File: config.mk
export PLATFORM = sky130hd
export DESIGN_NAME = cim_tile_arbiter
export DESIGN_NICKNAME = d
export VERILOG_FILES = /design/src/rtl/cim_pkg.sv /design/src/rtl/cim_tile_arbiter_rr_picker.sv /design/src/rtl/cim_tile_arbiter.sv
export SDC_FILE = /design/constraint.sdc
export NUM_CORES = 1
export LEC_CHECK = 0
export BUFFER_PORTS_ARGS = -buffer_cell sky130_fd_sc_hd__buf_4
export CAP_MARGIN = 25
export CELL_PAD_IN_SITES_DETAIL_PLACEMENT = 0
export CELL_PAD_IN_SITES_GLOBAL_PLACEMENT = 1
export CORE_AREA = 2 2 61 91
export DETAILED_ROUTE_END_ITERATION = 16
export DIE_AREA = 0 0 63 93
export PLACE_DENSITY = 0.82
export SYNTH_ARGS = -nofsm -noshare
export SYNTH_HDL_FRONTEND = slang
export SYNTH_SLANG_ARGS = --single-unit
File: constraint.sdc
create_clock -name clk -period 1.84 [get_ports clk]
set_input_delay 0.092 -clock clk [delete_from_list [all_inputs] [get_ports clk]]
set_output_delay 0.092 -clock clk [all_outputs]
set_load 0.02 [all_outputs]
File: src/rtl/cim_pkg.sv
// Shared types and helpers for the CIM tile arbiter.
// Holds the arbiter state encoding and a one-hot to index helper.
//
// Contents
//   arb_state_t    : IDLE -> LOAD -> EXEC -> WAIT -> IDLE
//   MAX_REQ        : widest request vector onehot_to_idx accepts
//   onehot_to_idx  : index of the set bit of a one-hot vector
//                    (highest set bit wins if more than one is set,
//                    0 for an all-zero vector)
package cim_pkg;

    typedef enum logic [1:0] {
        ARB_IDLE,
        ARB_LOAD,
        ARB_EXEC,
        ARB_WAIT
    } arb_state_t;

    localparam int MAX_REQ = 32;

    function automatic int onehot_to_idx(
        input logic [MAX_REQ-1:0] v
    );
        int idx;
        idx = 0;
        for (int i = 0; i < MAX_REQ; i++) begin
            if (v[i]) begin
                idx = i;
            end
        end
        return idx;
    endfunction

endpackage

File: src/rtl/cim_tile_arbiter_rr_picker.sv
// Combinational round-robin picker for the CIM tile arbiter.
// Selects the first set request bit strictly after ptr, wrapping.
//
// Parameters
//   num_req : number of requesters (>= 2)
// Ports
//   req   in  num_req          request vector
//   ptr   in  clog2(num_req)   last served requester
//   gnt   out num_req          one-hot winner (0 when no request)
//   valid out 1                a winner exists
module rr_picker #(
    parameter int num_req = 4
) (
    input  logic [num_req-1:0]         req,
    input  logic [$clog2(num_req)-1:0] ptr,
    output logic [num_req-1:0]         gnt,
    output logic                       valid
);

    // Distance from ptr is tried 1..num_req, so ptr itself is
    // the last candidate; the first hit along that walk wins.
    always_comb begin
        gnt   = '0;
        valid = 1'b0;
        for (int off = 1; off <= num_req; off++) begin
            for (int k = 0; k < num_req; k++) begin
                if (!valid && req[k] &&
                    ((int'(ptr) + off) % num_req) == k) begin
                    gnt[k] = 1'b1;
                    valid  = 1'b1;
                end
            end
        end
    end

endmodule

File: src/rtl/cim_tile_arbiter.sv
// Shares one CIM crossbar tile between several layer controllers:
// grant, input-load burst, MVM start, wait for tile, done, repeat.
//
// Optional feature macro: CIM_ARB_TIMEOUT_EN
//   defined   : LOAD watchdog; after timeout_cycles LOAD cycles with
//               no load_done the owner is dropped and o_err sticks.
//   undefined : LOAD waits indefinitely, o_err is tied 0.
//
// Parameters
//   num_req        requesting controllers (>= 2)
//   datatype_size  width of one input element
//   xbar_size      crossbar rows (address = clog2(xbar_size) bits)
//   timeout_cycles LOAD watchdog limit
// Ports
//   clk          in  1           clock, posedge
//   rst          in  1           synchronous reset, active low
//   i_req        in  num_req     requests, held until o_done
//   i_we         in  num_req     per-requester write enable
//   i_addr       in  num_req x A per-requester row address
//   i_data       in  num_req x D per-requester write data
//   i_load_done  in  num_req     owner's last write this cycle
//   o_gnt        out num_req     registered one-hot grant
//   o_done       out num_req     one-cycle completion pulse
//   o_cim_we     out 1           tile write enable
//   o_cim_addr   out A           tile row address
//   o_cim_data   out D           tile write data
//   o_cim_start  out 1           one-cycle MVM start
//   i_cim_busy   in  1           tile computing
//   o_busy       out 1           arbiter not idle
//   o_err        out 1           sticky LOAD watchdog flag
module cim_tile_arbiter
    import cim_pkg::*;
#(
    parameter int num_req        = 4,
    parameter int datatype_size  = 8,
    parameter int xbar_size      = 256,
    parameter int timeout_cycles = 1024
) (
    input  logic                           clk,
    input  logic                           rst,
    input  logic [num_req-1:0]             i_req,
    input  logic [num_req-1:0]             i_we,
    input  logic [num_req-1:0]
                 [$clog2(xbar_size)-1:0]   i_addr,
    input  logic [num_req-1:0]
                 [datatype_size-1:0]       i_data,
    input  logic [num_req-1:0]             i_load_done,
    output logic [num_req-1:0]             o_gnt,
    output logic [num_req-1:0]             o_done,
    output logic                           o_cim_we,
    output logic [$clog2(xbar_size)-1:0]   o_cim_addr,
    output logic [datatype_size-1:0]       o_cim_data,
    output logic                           o_cim_start,
    input  logic                           i_cim_busy,
    output logic                           o_busy,
    output logic                           o_err
);

    localparam int PW = $clog2(num_req);
    localparam int AW = $clog2(xbar_size);
    localparam int DW = datatype_size;

    localparam logic [num_req-1:0] ONE =
        {{(num_req-1){1'b0}}, 1'b1};

    // Elaboration-time guard on the configuration.
    if (num_req < 2 || num_req > MAX_REQ ||
        timeout_cycles < 1) begin : g_bad_cfg
        $error("cim_tile_arbiter: bad parameters");
    end

    arb_state_t         state_q, state_n;
    logic [PW-1:0]      owner_q, owner_n;
    logic [PW-1:0]      ptr_q, ptr_n;
    logic [num_req-1:0] gnt_q, gnt_n;
    logic               first_q, first_n;

    logic [num_req-1:0] pick_gnt;
    logic               pick_valid;
    logic [num_req-1:0] owner_oh;
    logic               timeout;

    rr_picker #(
        .num_req (num_req)
    ) u_picker (
        .req   (i_req),
        .ptr   (ptr_q),
        .gnt   (pick_gnt),
        .valid (pick_valid)
    );

    assign owner_oh = ONE << owner_q;

`ifdef CIM_ARB_TIMEOUT_EN
    localparam int CW = $clog2(timeout_cycles) + 1;

    logic [CW-1:0] cnt_q;
    logic          err_q;

    // Counts LOAD cycles; zero in the first cycle of every LOAD.
    always_ff @(posedge clk) begin
        if (!rst) begin
            cnt_q <= '0;
        end else if (state_q != ARB_LOAD) begin
            cnt_q <= '0;
        end else begin
            cnt_q <= cnt_q + 1'b1;
        end
    end

    // A load_done in the final allowed cycle still wins.
    assign timeout = (state_q == ARB_LOAD) &&
                     !i_load_done[owner_q] &&
                     (cnt_q == CW'(timeout_cycles - 1));

    always_ff @(posedge clk) begin
        if (!rst) begin
            err_q <= 1'b0;
        end else if (timeout) begin
            err_q <= 1'b1;
        end
    end

    assign o_err = err_q;
`else
    assign timeout = 1'b0;
    assign o_err   = 1'b0;
`endif

    always_ff @(posedge clk) begin
        if (!rst) begin
            state_q <= ARB_IDLE;
            owner_q <= '0;
            ptr_q   <= PW'(num_req - 1);
            gnt_q   <= '0;
            first_q <= 1'b0;
        end else begin
            state_q <= state_n;
            owner_q <= owner_n;
            ptr_q   <= ptr_n;
            gnt_q   <= gnt_n;
            first_q <= first_n;
        end
    end

    always_comb begin
        state_n = state_q;
        owner_n = owner_q;
        ptr_n   = ptr_q;
        gnt_n   = gnt_q;
        first_n = 1'b0;
        unique case (state_q)
            ARB_IDLE: begin
                if (pick_valid && !i_cim_busy) begin
                    gnt_n   = pick_gnt;
                    owner_n = PW'(onehot_to_idx(
                                  MAX_REQ'(pick_gnt)));
                    state_n = ARB_LOAD;
                end
            end
            ARB_LOAD: begin
                if (i_load_done[owner_q]) begin
                    gnt_n   = '0;
                    state_n = ARB_EXEC;
                end else if (!i_req[owner_q] || timeout) begin
                    // Abandoned burst: no start, owner goes
                    // to the back of the rotation.
                    gnt_n   = '0;
                    ptr_n   = owner_q;
                    state_n = ARB_IDLE;
                end
            end
            ARB_EXEC: begin
                first_n = 1'b1;
                state_n = ARB_WAIT;
            end
            ARB_WAIT: begin
                // The tile raises busy a cycle after start, so
                // busy is only trusted from the second cycle on.
                if (!first_q && !i_cim_busy) begin
                    ptr_n   = owner_q;
                    state_n = ARB_IDLE;
                end
            end
            default: begin
                state_n = ARB_IDLE;
            end
        endcase
    end

    assign o_gnt       = gnt_q;
    assign o_busy      = (state_q != ARB_IDLE);
    assign o_cim_start = (state_q == ARB_EXEC);

    // Gated by rst so a reset landing in WAIT never leaks a done.
    assign o_done = (rst && state_q == ARB_WAIT &&
                     !first_q && !i_cim_busy) ?
                    owner_oh : '0;

    assign o_cim_we   = (state_q == ARB_LOAD) && i_we[owner_q];
    assign o_cim_addr = o_cim_we ? i_addr[owner_q] : '0;
    assign o_cim_data = o_cim_we ? i_data[owner_q] : '0;

endmodule

==> impl_results.md <==
- FP Rows: 32
- CTS H-tree lvls: 1
- Sequential area share after synthesis: 16.6%
- VDD IR max: 0.210 mV
- Psw: 447 µW
- Clock share of power: 19.0%
- Post-DP HPWL: 4030 µm
- R2r setup slk: 0.18 ns
- Global-route wire length before repair: 8060 µm
- Critical path type: register to output pin
- Final Wtd Congestion: 0.816
- Reg-to-reg startpoint: owner_q[1]
- Setup ws final: 0.0630 ns
- Most used DFF post-synth: dfxtp_1
- Buffers on Ports: 105
- Ys async rst share: 0%
- Post-CTS Hold Buffers: 0
- Synthesized area per cell: 9.20 µm²
- DRT antenna net count: 0
- GRT Total Usage: 17.3%
- Die Y: 93 µm
- Post-Syn Instances: 144
- Most numerous cell in the Yosys netlist: and3_1
- Gr ovfl total: 0
- Nets: 329
- Clock Sinks: 11
- Residual DRC: 0
- Area leader, netlist: mux4_2
- Status: finished clean
- Clock-pin slew on the worst setup and hold paths: 0.05 ns
- Initial Util: 26.1%
- DR vias/cell: 5.19
- Combinational cell fraction of total power: 57.6%
- Vias in the first global route: 1618
- Clk root buf: clkbuf_8
- Critical Path AT: 1.68 ns
- Post-Place Cell Area: 0.00221 mm²
- YS warnings: 0
- Synth top cells by count: 18 x and3_1, 17 x mux4_2, 11 x dfxtp_1
- Flops & latches, synth: 11
- Drt wl/cell: 16.8 µm
- CP Cell Sequence: buf_12, mux4_2, and3_1, buf_4
- RSZ-0062 raised after global routing: no
- Leakage: 0.00109 µW
- CTS tree: built
- Synth area leaders: mux4_2 29%, dfxtp_1 17%, and3_1 8.5%
- Critical Path RT: 1.75 ns
- Internal power: 821 µW
- Post-CTS Setup Inserts: 0
- Final period utilization: 96.6%
- Tmin final: 1.78 ns
- CP Max Fanout: 8
- Die extent in x: 63 µm
- Setup tns final: 0 ns
- CP Capture Type: output pin
- Slowest-stage cell, CP: mux4_2
- Design area: 0.00233 mm²
- Die ar.: 0.00586 mm²
- Top delay family on crit path: multiplexers
- CTS Buf Count: 3
- Post-Route Utilization: 45.9%
- IO Pins: 107
- Diode count: 0
- Max-cap violations: 0
- Max-slew violations: 0
- Hold Crit Start: rst
- Number of synthesized flops with an enable pin: 0
- Dpl ws: 0.139 ns
- Final Hold Fails: 0
- Layout area overhead: 76.1%
- Initial DRC count: 41
- Tightest Hold Check Type: input port to register
- WHS: 0.139 ns
- Startpoint types: register
- First-pass DRT Iterations: 4
- Share of power burned in registers: 23.4%
- Final wirelength: 5340 µm
- Clock Path Buffers: 2
- Core Region: 0.00508 mm²
- Mapped cell area: 0.00133 mm²
- Syn nets: 223
- Buffers plus inverters on the worst setup path: 2
- Fmax: 563 MHz
- Synth top area share: 28.9%
- Antenna violations before repair: 0
- Switching Share: 35.3%
- Post-synthesis cell type count: 41
- Fraction of layout cells with a size suffix above 1: 57.0%
- Crit-path max cell delay: 0.58 ns
- Clock Skew: 0.00181 ns
- Via count: 1645
- Pwr/cell area: 543 mW/mm²
- Final setup fails: 0
- Crit path from: owner_q[0]
- Largest net degree at the start of global routing: 26
- Clock Latency Late Sink: 0.24 ns
==> power by group through the flow <==
| stage | clock (µW) | sequential (µW) | combinational (µW) |
|---|---|---|---|
| CTS | 247 | 293 | 713 |
| finish | 241 | 296 | 730 |
| floorplan | 0 | 288 | 401 |
| global route | 261 | 300 | 780 |
| detailed placement | 0 | 297 | 687 |
| global placement | 0 | 296 | 677 |
==> worst paths after layout <==
check / end / depth (start not counted)
setup / recovery: o_cim_addr[6] / 4
hold / removal: ptr_q[0] / 2
setup reg to reg: ptr_q[1] / 5
hold reg to reg: o_gnt[3] / 3
==> per-layer routing <==
layer / vias to the layer above / share of wire (%) / global-route usage [%]
li1: 781 / - / -
met1: 781 / 40 / 19.5
met2: 69 / 52 / 31.5
met3: 14 / 5.8 / 3.13
met4: 0 / 3.0 / 7.78
met5: - / 0 / 0
==> state kept, by name, summed over array words and instances (netlist names), named ones only <==
signal / flops
ptr_q: 2
first_q: 1
owner_q: 2
o_gnt: 4
state_q: 1
==> final cells by class <==
type                       count  area [µm²]
clock buffer                   4        45.0
fill                         503        2750
inverter                       4        15.0
multi-input combinational    118        1070
sequential                    11         224
tap                           68        85.1
timing repair buffer         112         891
==> placed cells by master, fill, tap and decap left out, drive strengths merged <==
| master | Yosys | routed |
|---|---|---|
| dfxtp | 11 | 11 |
| mux4 | 18 | 20 |
| mux2 | 2 | 2 |
| o211ai | 1 | 1 |
| a21boi | 1 | 1 |
| o31ai | 2 | 2 |
| nand2b | 1 | 1 |
| nand4 | 1 | 1 |
| a41oi | 1 | 1 |
| o221ai | 3 | 3 |
| o21ai | 8 | 8 |
| nor3b | 4 | 4 |
| conb | 1 | 1 |
| buf | 3 | 111 |
| a21oi | 1 | 1 |
| a31oi | 2 | 2 |
| and3 | 18 | 18 |
| nand2 | 10 | 10 |
| o22ai | 1 | 1 |
| nand3 | 4 | 4 |
| o21a | 1 | 1 |
| clkbuf | 10 | 5 |
| nor3 | 4 | 4 |
| a22oi | 2 | 2 |
| o221a | 1 | 1 |
| nor4 | 1 | 1 |
| a2bb2oi | 1 | 1 |
| nor2 | 8 | 8 |
| nor2b | 8 | 8 |
| or2 | 1 | 1 |
| a221oi | 1 | 1 |
| o21ba | 1 | 1 |
| o31a | 4 | 4 |
| and2 | 3 | 3 |
| inv | 4 | 4 |
| o211a | 1 | 1 |
==> stage by stage <==
stage | std cells | total power [µW]
finish | 317 | 1270
global route | 317 | 1340
CTS | 316 | 1250
detailed placement | 310 | 984
global placement | 310 | 973
floorplan | 144 | 689
==> kinds of logic after synthesis <==
logic type / Yosys count / synth area share, %
AO/OA/AOI/OAI: 32 / 18.6
buffers and inverters: 17 / 5.76
flip-flops: 11 / 16.6
multiplexers: 20 / 32.6
other: 1 / 0.283
AND/OR/NAND/NOR: 63 / 26.2
==> repair_timing <==
action / CTS / global route
cloned: 2 / 1
gates resized for setup: 3 / 3
setup endpoints to repair: 17 / 13
Note: power is estimated with default switching activity, not from simulation.
